## src/rtl/weighted_pixel_neuron_if.sv

```systemverilog
// Pixel/result bundle of the weighted pixel neuron.
// The master drives the binary pixels; the slave (the neuron) returns the
// frame total and the fire decision.
interface weighted_pixel_neuron_if #(
  parameter int HEIGHT = 7,
  parameter int BW     = 11
);
  logic [HEIGHT-1:0] pixels;
  logic              neuron_out;
  logic [BW-1:0]     balance_out;

  modport master (output pixels, input neuron_out, input balance_out);
  modport slave  (input pixels, output neuron_out, output balance_out);
endinterface

```

## src/rtl/weighted_pixel_neuron.sv

```systemverilog
// Time-multiplexed binary neuron.
// Each pixel owns one window of L = 2**(WIDTH+1)+2 clocks. Inside the window a
// stimulus of 2**WIDTH pulses drives a rate-multiplier divider. The divider's
// carries are delayed by one clock on positive pixels and inverted against the
// stimulus on negative pixels. The resulting pulses are summed over a frame,
// and at frame end the total and the fire decision are published.
module weighted_pixel_neuron #(
  parameter int         WIDTH           = 8,
  parameter int         HEIGHT          = 7,
  parameter int         NUM_POS_WEIGHTS = 3,
  parameter logic [WIDTH:0] WEIGHTS [0:HEIGHT-1] =
    '{9'd60, 9'd60, 9'd60, 9'd260, 9'd260, 9'd260, 9'd260}
) (
  input  logic                    clk,
  input  logic                    rst,
  weighted_pixel_neuron_if.slave  bus
);

  // Counts the weights whose sign bit marks them negative.
  function automatic int count_neg();
    int n;
    n = 0;
    for (int i = 0; i < HEIGHT; i++) begin
      n += int'(WEIGHTS[i][WIDTH]);
    end
    return n;
  endfunction

  // One rate-multiplier step: {carry, new accumulator}.
  function automatic logic [WIDTH:0] div_step(input logic [WIDTH-1:0] acc,
                                              input logic [WIDTH-1:0] w);
    return {1'b0, acc} + {1'b0, w};
  endfunction

  localparam int L   = 2 ** (WIDTH + 1) + 2;
  localparam int CW  = $clog2(L);
  localparam int IW  = (HEIGHT > 1) ? $clog2(HEIGHT) : 1;
  localparam int BW  = $clog2(HEIGHT * (2 ** WIDTH) + 1);
  // NUM_POS_WEIGHTS is carried for compatibility only; the sign bits of
  // WEIGHTS alone decide which pixels are negative.
  localparam int NUM_NEG = count_neg() + 0 * NUM_POS_WEIGHTS;

  localparam logic [CW-1:0] CNT_LAST  = CW'(L - 1);
  localparam logic [CW-1:0] STIM_LAST = CW'(2 ** (WIDTH + 1));
  localparam logic [IW-1:0] IDX_LAST  = IW'(HEIGHT - 1);
  localparam logic [BW-1:0] THR       = BW'(NUM_NEG * (2 ** WIDTH));

  logic [CW-1:0]    cnt_q, cnt_d;
  logic [IW-1:0]    pixel_idx_q, pixel_idx_d;
  logic [WIDTH-1:0] acc_neg_q, acc_neg_d;
  logic [WIDTH-1:0] acc_pos_q, acc_pos_d;
  logic             dly_q, dly_d;
  logic [BW-1:0]    sum_q, sum_d;
  logic             neuron_out_q, neuron_out_d;
  logic [BW-1:0]    balance_out_q, balance_out_d;

  logic             sign_s;
  logic [WIDTH-1:0] mag_s;
  logic             stim_s;
  logic             pulse_s;
  logic [WIDTH:0]   neg_step_s;
  logic [WIDTH:0]   pos_step_s;
  logic             neg_div_out_s;
  logic             pos_div_out_s;
  logic             pixel_out_s;
  logic             frame_end_s;
  logic [BW-1:0]    sum_total_s;

  // Current pixel's weight, stimulus pulse and divider carries.
  always_comb begin
    sign_s        = WEIGHTS[pixel_idx_q][WIDTH];
    mag_s         = WEIGHTS[pixel_idx_q][WIDTH-1:0];
    stim_s        = (cnt_q >= CW'(2)) && !cnt_q[0] && (cnt_q <= STIM_LAST);
    pulse_s       = stim_s & bus.pixels[pixel_idx_q];
    neg_step_s    = div_step(acc_neg_q, mag_s);
    pos_step_s    = div_step(acc_pos_q, mag_s);
    neg_div_out_s = pulse_s & sign_s & neg_step_s[WIDTH];
    pos_div_out_s = pulse_s & ~sign_s & pos_step_s[WIDTH];
    // Negative pixels emit a pulse wherever the stimulus produced no carry.
    if (sign_s) begin
      pixel_out_s = stim_s & ~neg_div_out_s;
    end else begin
      pixel_out_s = dly_q;
    end
    frame_end_s = (cnt_q == CNT_LAST) && (pixel_idx_q == IDX_LAST);
  end

  // Window counter and pixel selector.
  always_comb begin
    cnt_d       = cnt_q + CW'(1);
    pixel_idx_d = pixel_idx_q;
    if (cnt_q == CNT_LAST) begin
      cnt_d = '0;
      if (pixel_idx_q == IDX_LAST) begin
        pixel_idx_d = '0;
      end else begin
        pixel_idx_d = pixel_idx_q + IW'(1);
      end
    end else begin
      pixel_idx_d = pixel_idx_q;
    end
  end

  // Divider accumulators and positive-path delay, cleared at window start.
  always_comb begin
    acc_neg_d = acc_neg_q;
    acc_pos_d = acc_pos_q;
    dly_d     = pos_div_out_s;
    if (cnt_q == '0) begin
      acc_neg_d = '0;
      acc_pos_d = '0;
      dly_d     = 1'b0;
    end else if (pulse_s && sign_s) begin
      acc_neg_d = neg_step_s[WIDTH-1:0];
    end else if (pulse_s) begin
      acc_pos_d = pos_step_s[WIDTH-1:0];
    end else begin
      acc_neg_d = acc_neg_q;
    end
  end

  // Frame accumulator; publishes total and fire decision at frame end.
  always_comb begin
    balance_out_d = balance_out_q;
    neuron_out_d  = neuron_out_q;
    if (cnt_q >= CW'(2)) begin
      sum_total_s = sum_q + BW'(pixel_out_s);
    end else begin
      sum_total_s = sum_q;
    end
    sum_d = sum_total_s;
    if (frame_end_s) begin
      balance_out_d = sum_total_s;
      neuron_out_d  = (sum_total_s > THR);
      sum_d         = '0;
    end else begin
      sum_d = sum_total_s;
    end
  end

  // State registers with synchronous active-low reset.
  always_ff @(posedge clk) begin
    if (!rst) begin
      cnt_q         <= '0;
      pixel_idx_q   <= '0;
      acc_neg_q     <= '0;
      acc_pos_q     <= '0;
      dly_q         <= 1'b0;
      sum_q         <= '0;
      neuron_out_q  <= 1'b0;
      balance_out_q <= '0;
    end else begin
      cnt_q         <= cnt_d;
      pixel_idx_q   <= pixel_idx_d;
      acc_neg_q     <= acc_neg_d;
      acc_pos_q     <= acc_pos_d;
      dly_q         <= dly_d;
      sum_q         <= sum_d;
      neuron_out_q  <= neuron_out_d;
      balance_out_q <= balance_out_d;
    end
  end

  assign bus.neuron_out  = neuron_out_q;
  assign bus.balance_out = balance_out_q;

endmodule

```

## src/flat_wrapper.sv

```systemverilog
// flat-port wrapper written by rule: the top's interface ports become plain ports
module weighted_pixel_neuron_flat 
#(
  parameter int         WIDTH           = 8,
  parameter int         HEIGHT          = 7,
  parameter int         NUM_POS_WEIGHTS = 3,
  parameter logic [WIDTH:0] WEIGHTS [0:HEIGHT-1] =
    '{9'd60, 9'd60, 9'd60, 9'd260, 9'd260, 9'd260, 9'd260}
)
  (clk, rst, bus_pixels, bus_neuron_out, bus_balance_out);
  weighted_pixel_neuron_if #(.HEIGHT(HEIGHT), .BW((11))) bus_i ();
  input  logic clk;
  input  logic rst;
  input wire logic [$bits(bus_i.pixels)-1:0] bus_pixels;
  output wire logic [$bits(bus_i.neuron_out)-1:0] bus_neuron_out;
  output wire logic [$bits(bus_i.balance_out)-1:0] bus_balance_out;
  assign bus_i.pixels = bus_pixels;
  assign bus_neuron_out = bus_i.neuron_out;
  assign bus_balance_out = bus_i.balance_out;
  weighted_pixel_neuron #(.WIDTH(WIDTH), .HEIGHT(HEIGHT), .NUM_POS_WEIGHTS(NUM_POS_WEIGHTS), .WEIGHTS(WEIGHTS)) u_core (.clk(clk), .rst(rst), .bus(bus_i));
endmodule
```

## config.mk

```make
export PLATFORM = sky130hd
export DESIGN_NAME = weighted_pixel_neuron_flat
export DESIGN_NICKNAME = d
export VERILOG_FILES = /design/src/rtl/weighted_pixel_neuron_if.sv /design/src/rtl/weighted_pixel_neuron.sv /design/src/flat_wrapper.sv
export SDC_FILE = /design/constraint.sdc
export NUM_CORES = 1
export LEC_CHECK = 0
export BUFFER_PORTS_ARGS = -buffer_cell sky130_fd_sc_hd__clkbuf_2
export CAP_MARGIN = 20
export CORE_UTILIZATION = 31
export CTS_CLUSTER_SIZE = 10
export DETAILED_ROUTE_END_ITERATION = 6
export GPL_TIMING_DRIVEN = 0
export PLACE_DENSITY = 0.57
export SYNTH_ARGS = -nofsm -noshare
export SYNTH_HDL_FRONTEND = slang
export SYNTH_SLANG_ARGS = --single-unit
```

## constraint.sdc

```tcl
create_clock -name clk -period 8.79 [get_ports clk]
set_clock_uncertainty 0.1 [all_clocks]
set_input_delay 0 -clock clk [delete_from_list [all_inputs] [get_ports clk]]
set_output_delay 0 -clock clk [all_outputs]
set_load 0.1 [all_outputs]
```

==> flow_metrics.py <==
metrics = {
    "timing": {
        "slew_viol_final": 0,
        "worst_pin_slew_ns": 0.6159,
        "fin_crit_ns": 3.968,
        "whs_ns": 0.3333,
        "setup_viol": 0,
        "maxSlewHeadroom_pct": 58.62,
        "post-route-period-util_pct": 45.14,
        "rsz0062_at_grt": "no",
        "finalHoldViolCount": 0,
        "setup_tns_ns": 0,
        "max_freq_mhz": 252.0,
    },
    "yosys": {
        "ys_dominant_reg_cell": "dfxtp_1",
        "synth.distinct_cells": 43,
        "ys_warn_count": 0,
        "synth_edf_count": 0,
        "synthCells": 275,
        "avgSynthCellArea_um2": 9.068,
        "ys_ff_latch": 49,
        "syn_nets": 298,
        "ys_seq_area_share_pct": 39.34,
        "async_flop_share_pct": 0,
        "syn_area_um2": 2494,
    },
    "setup_path": {
        "rr_startpoint": "u_core.pixel_idx_q[1]",
        "criticalPathCategory": "reg -> reg",
        "worst-path-buf-inv": 2,
        "cp_slowest_cell": "or4_1",
        "setup.worst_path.end_class": "register",
        "crit_path_cell_trace": "buf_6 -> nand2_1 -> ha_1 -> inv_1 -> fa_1 -> nor2b_1 -> o21ai_0 -> nand2b_1 -> nand3_1 -> o21ai_0 -> o21ai_0 -> ha_1 -> ha_1 -> or4_1 -> a32oi_1 -> and4_1 -> a31oi_1",
        "r2r-end": "u_core.bus.neuron_out",
        "path_delay_family": "adder cells",
        "max_stage_delay_ns": 0.52,
        "arrival_ns": 4.05,
        "required_ns": 8.88,
        "worst-r2r-setup-slack_ns": 4.82,
        "r2r_cells": 17,
        "cp-start-kind": "register",
        "cp_max_fo": 10,
    },
    "power_and_ir_drop": {
        "power.density_nw_per_um2": 141.7,
        "p_leak_nw": 1.017,
        "ir_drop_uv": 54.80,
    },
    "finish": {
        "finalNetCount": 325,
        "num_antenna_cells": 0,
        "drive_above_1_share_pct": 12.54,
        "syn_to_final_growth_pct": 13.20,
        "final_util_pct": 36.34,
    },
    "floorplan": {
        "dieArea_um2": 8407,
        "coreArea_um2": 7767,
        "die_w_um": 91.69,
        "die_h_um": 91.69,
        "rows": 32,
        "num_io_pins": 21,
        "initial_utilization_pct": 32.10,
    },
    "hold_path": {
        "min_to": "u_core.dly_q",
        "hold_path.startpoint": "bus_pixels[5]",
        "hold_class": "in -> reg",
        "min_path_cells": 6,
    },
    "routing": {
        "viasPerCell": 4.672,
        "routed_wirelength_um": 4687,
        "drt-initial-drc-count": 40,
        "dr.pass1.iters": 4,
        "ant_nets": 0,
        "dr_total_vias": 1892,
        "route.detailed.drc": 0,
        "wl_per_cell_um": 11.57,
    },
    "global_routing": {
        "grt_usage_pct": 12.28,
        "grt_pass1_vias": 1801,
        "grt_pass1_wl_um": 8404,
        "overflow": 0,
        "antenna_found_initial": 0,
        "grt_max_degree": 16,
    },
    "job": {
        "maxCapViolations": 0,
    },
    "clocking": {
        "cts_tree": "built",
        "clockRootBuffer": "clkbuf_8",
        "clk_path_buf_depth": 2,
        "clk_pin_slew_worst_paths_ns": 0.10,
        "clock_latency_ns": 0.31,
        "cts-htree-levels": 2,
        "cts_sinks": 49,
        "cts-resized-gates": 0,
        "cts_made_buffers": 5,
    },
    "place": {
        "dp_hpwl_um": 3522,
        "gp_congestion": 0.7946,
        "port_buffers": 19,
    },
    "status": {
        "outcome": "completed",
    },
}
-- stage by stage --
| step | instance area (um2) | setup WS (ns) | cells | power (mW) |
|---|---|---|---|---|
| 2_1_floorplan | 2494 | 5.266 | 275 | 0.2555 |
| 3_3_place_gp | 2716 | 4.775 | 396 | 0.2628 |
| 3_5_place_dp | 2716 | 4.765 | 396 | 0.2631 |
| 4_1_cts | 2823 | 4.733 | 405 | 0.4067 |
| 5_1_grt | 2823 | 4.438 | 405 | 0.4189 |
| 6_report | 2823 | 4.822 | 405 | 0.3999 |
-- how the worst max path moves through the flow --
| stage | endpoint | slack [ns] | start | depth (start not counted) |
|---|---|---|---|---|
| 2_1_floorplan | u_core.bus.neuron_out | 5.27 | u_core.pixel_idx_q[1] | 17 |
| 3_3_place_gp | u_core.bus.neuron_out | 4.78 | u_core.pixel_idx_q[1] | 17 |
| 3_5_place_dp | u_core.bus.neuron_out | 4.77 | u_core.pixel_idx_q[1] | 17 |
| 4_1_cts | u_core.bus.neuron_out | 4.73 | u_core.pixel_idx_q[1] | 17 |
| 5_1_grt | u_core.bus.neuron_out | 4.44 | u_core.pixel_idx_q[1] | 17 |
| 6_report | u_core.bus.neuron_out | 4.82 | u_core.pixel_idx_q[1] | 17 |
-- cell usage in the layout, fill, tap and decap left out, types with 2 or more instances in the layout --
master     netlist  final
clkbuf_8         0      6
xor2_1          12     12
a211oi_1        12     12
dfxtp_1         49     49
o21ai_0         10     10
mux2i_1          9      9
ha_1            12     12
nand2b_1         4      4
and3_1           3      3
nor2b_1          7      7
nand3b_1         2      2
nand4_1          5      5
or3_1            2      2
nand2_1         17     17
or4_1            2      2
nor3_1           5      5
nand3_1          9      9
clkbuf_2         0     19
nor2_1          49     49
o21a_1           2      2
inv_1           10     10
a21o_1           2      2
a2111oi_4        2      2
fa_1             2      2
a21oi_1          6      6
clkbuf_1         8      8
xnor2_1         16     16
-- repair_timing --
| action | CTS | global route |
|---|---|---|
| endpoints found under the hold margin | 6 | 0 |
| hold buffers | 1 | 0 |
| buffers inserted | 0 | 0 |
-- routing by layer --
metal  vias to the layer above  global-route usage, %  part of all wire, %
li1                        995                      -                    -
met1                       871                  16.39                   52
met2                        19                  19.67                   45
met3                         7                  1.990                  1.9
met4                         0                  5.078                  1.9
met5                         -                      0                    0
-- where the power goes --
part	internal (mW)	switching [mW]	total (mW)
Clock	0.0639	0.0782	0.142
Sequential	0.224	0.00193	0.226
Combinational	0.0132	0.0189	0.0322
-- synth_stat cells, types with 3 or more instances --
cell,instances,share of area (%)
nor3_1,5,1.0
nand3_1,9,1.8
nand4_1,5,1.3
o21ai_0,10,2.0
nor2b_1,7,1.8
inv_1,10,1.5
and3_1,3,0.75
mux2i_1,9,3.6
dfxtp_1,49,39
xor2_1,12,4.2
nand2b_1,4,1.0
ha_1,12,6.0
xnor2_1,16,5.6
clkbuf_1,8,1.2
nor2_1,49,7.4
nand2_1,17,2.6
a21oi_1,6,1.2
a211oi_1,12,3.6
-- sequential cells by signal (all words and copies together), names as in the netlist --
register and count:
u_core.bus.neuron_out 1, u_core.dly_q 1, u_core.pixel_idx_q 3, u_core.cnt_q 10
u_core.bus.balance_out 11, u_core.acc_pos_q 6, u_core.acc_neg_q 6, u_core.sum_q 11
-- worst reg2reg max path: cells and delay by family, from the launching register on --
kind,cells,cell delay (ns)
simple gates,6,1.08
compound gates,5,0.57
fa+ha+maj,4,1.43
flops,1,0.32
buf+inv,2,0.34
-- cell type report --
cell class | instances | area (um2)
multi-input combinational | 206 | 1429
sequential | 49 | 980.9
tap | 102 | 127.6
clock inverter | 2 | 13.76
buffer | 10 | 46.29
fill | 807 | 4945
timing repair buffer | 20 | 105.1
clock buffer | 6 | 82.58
inverter | 10 | 37.54
-- logic make-up (layout without fill, tap and decap cells) --
group | Yosys count | in the layout | share of synthesized area, %
AOI/OAI and AO/OA | 40 | 40 | 12.24
muxes | 11 | 11 | 4.967
adders and majority gates | 14 | 14 | 7.627
and+or+nand+nor | 113 | 113 | 22.63
xor gates and xnor gates | 28 | 28 | 9.834
DFF | 49 | 49 | 39.34
buffers and inverters | 20 | 48 | 3.362
No activity file was read; power rests on OpenSTA's default activity.
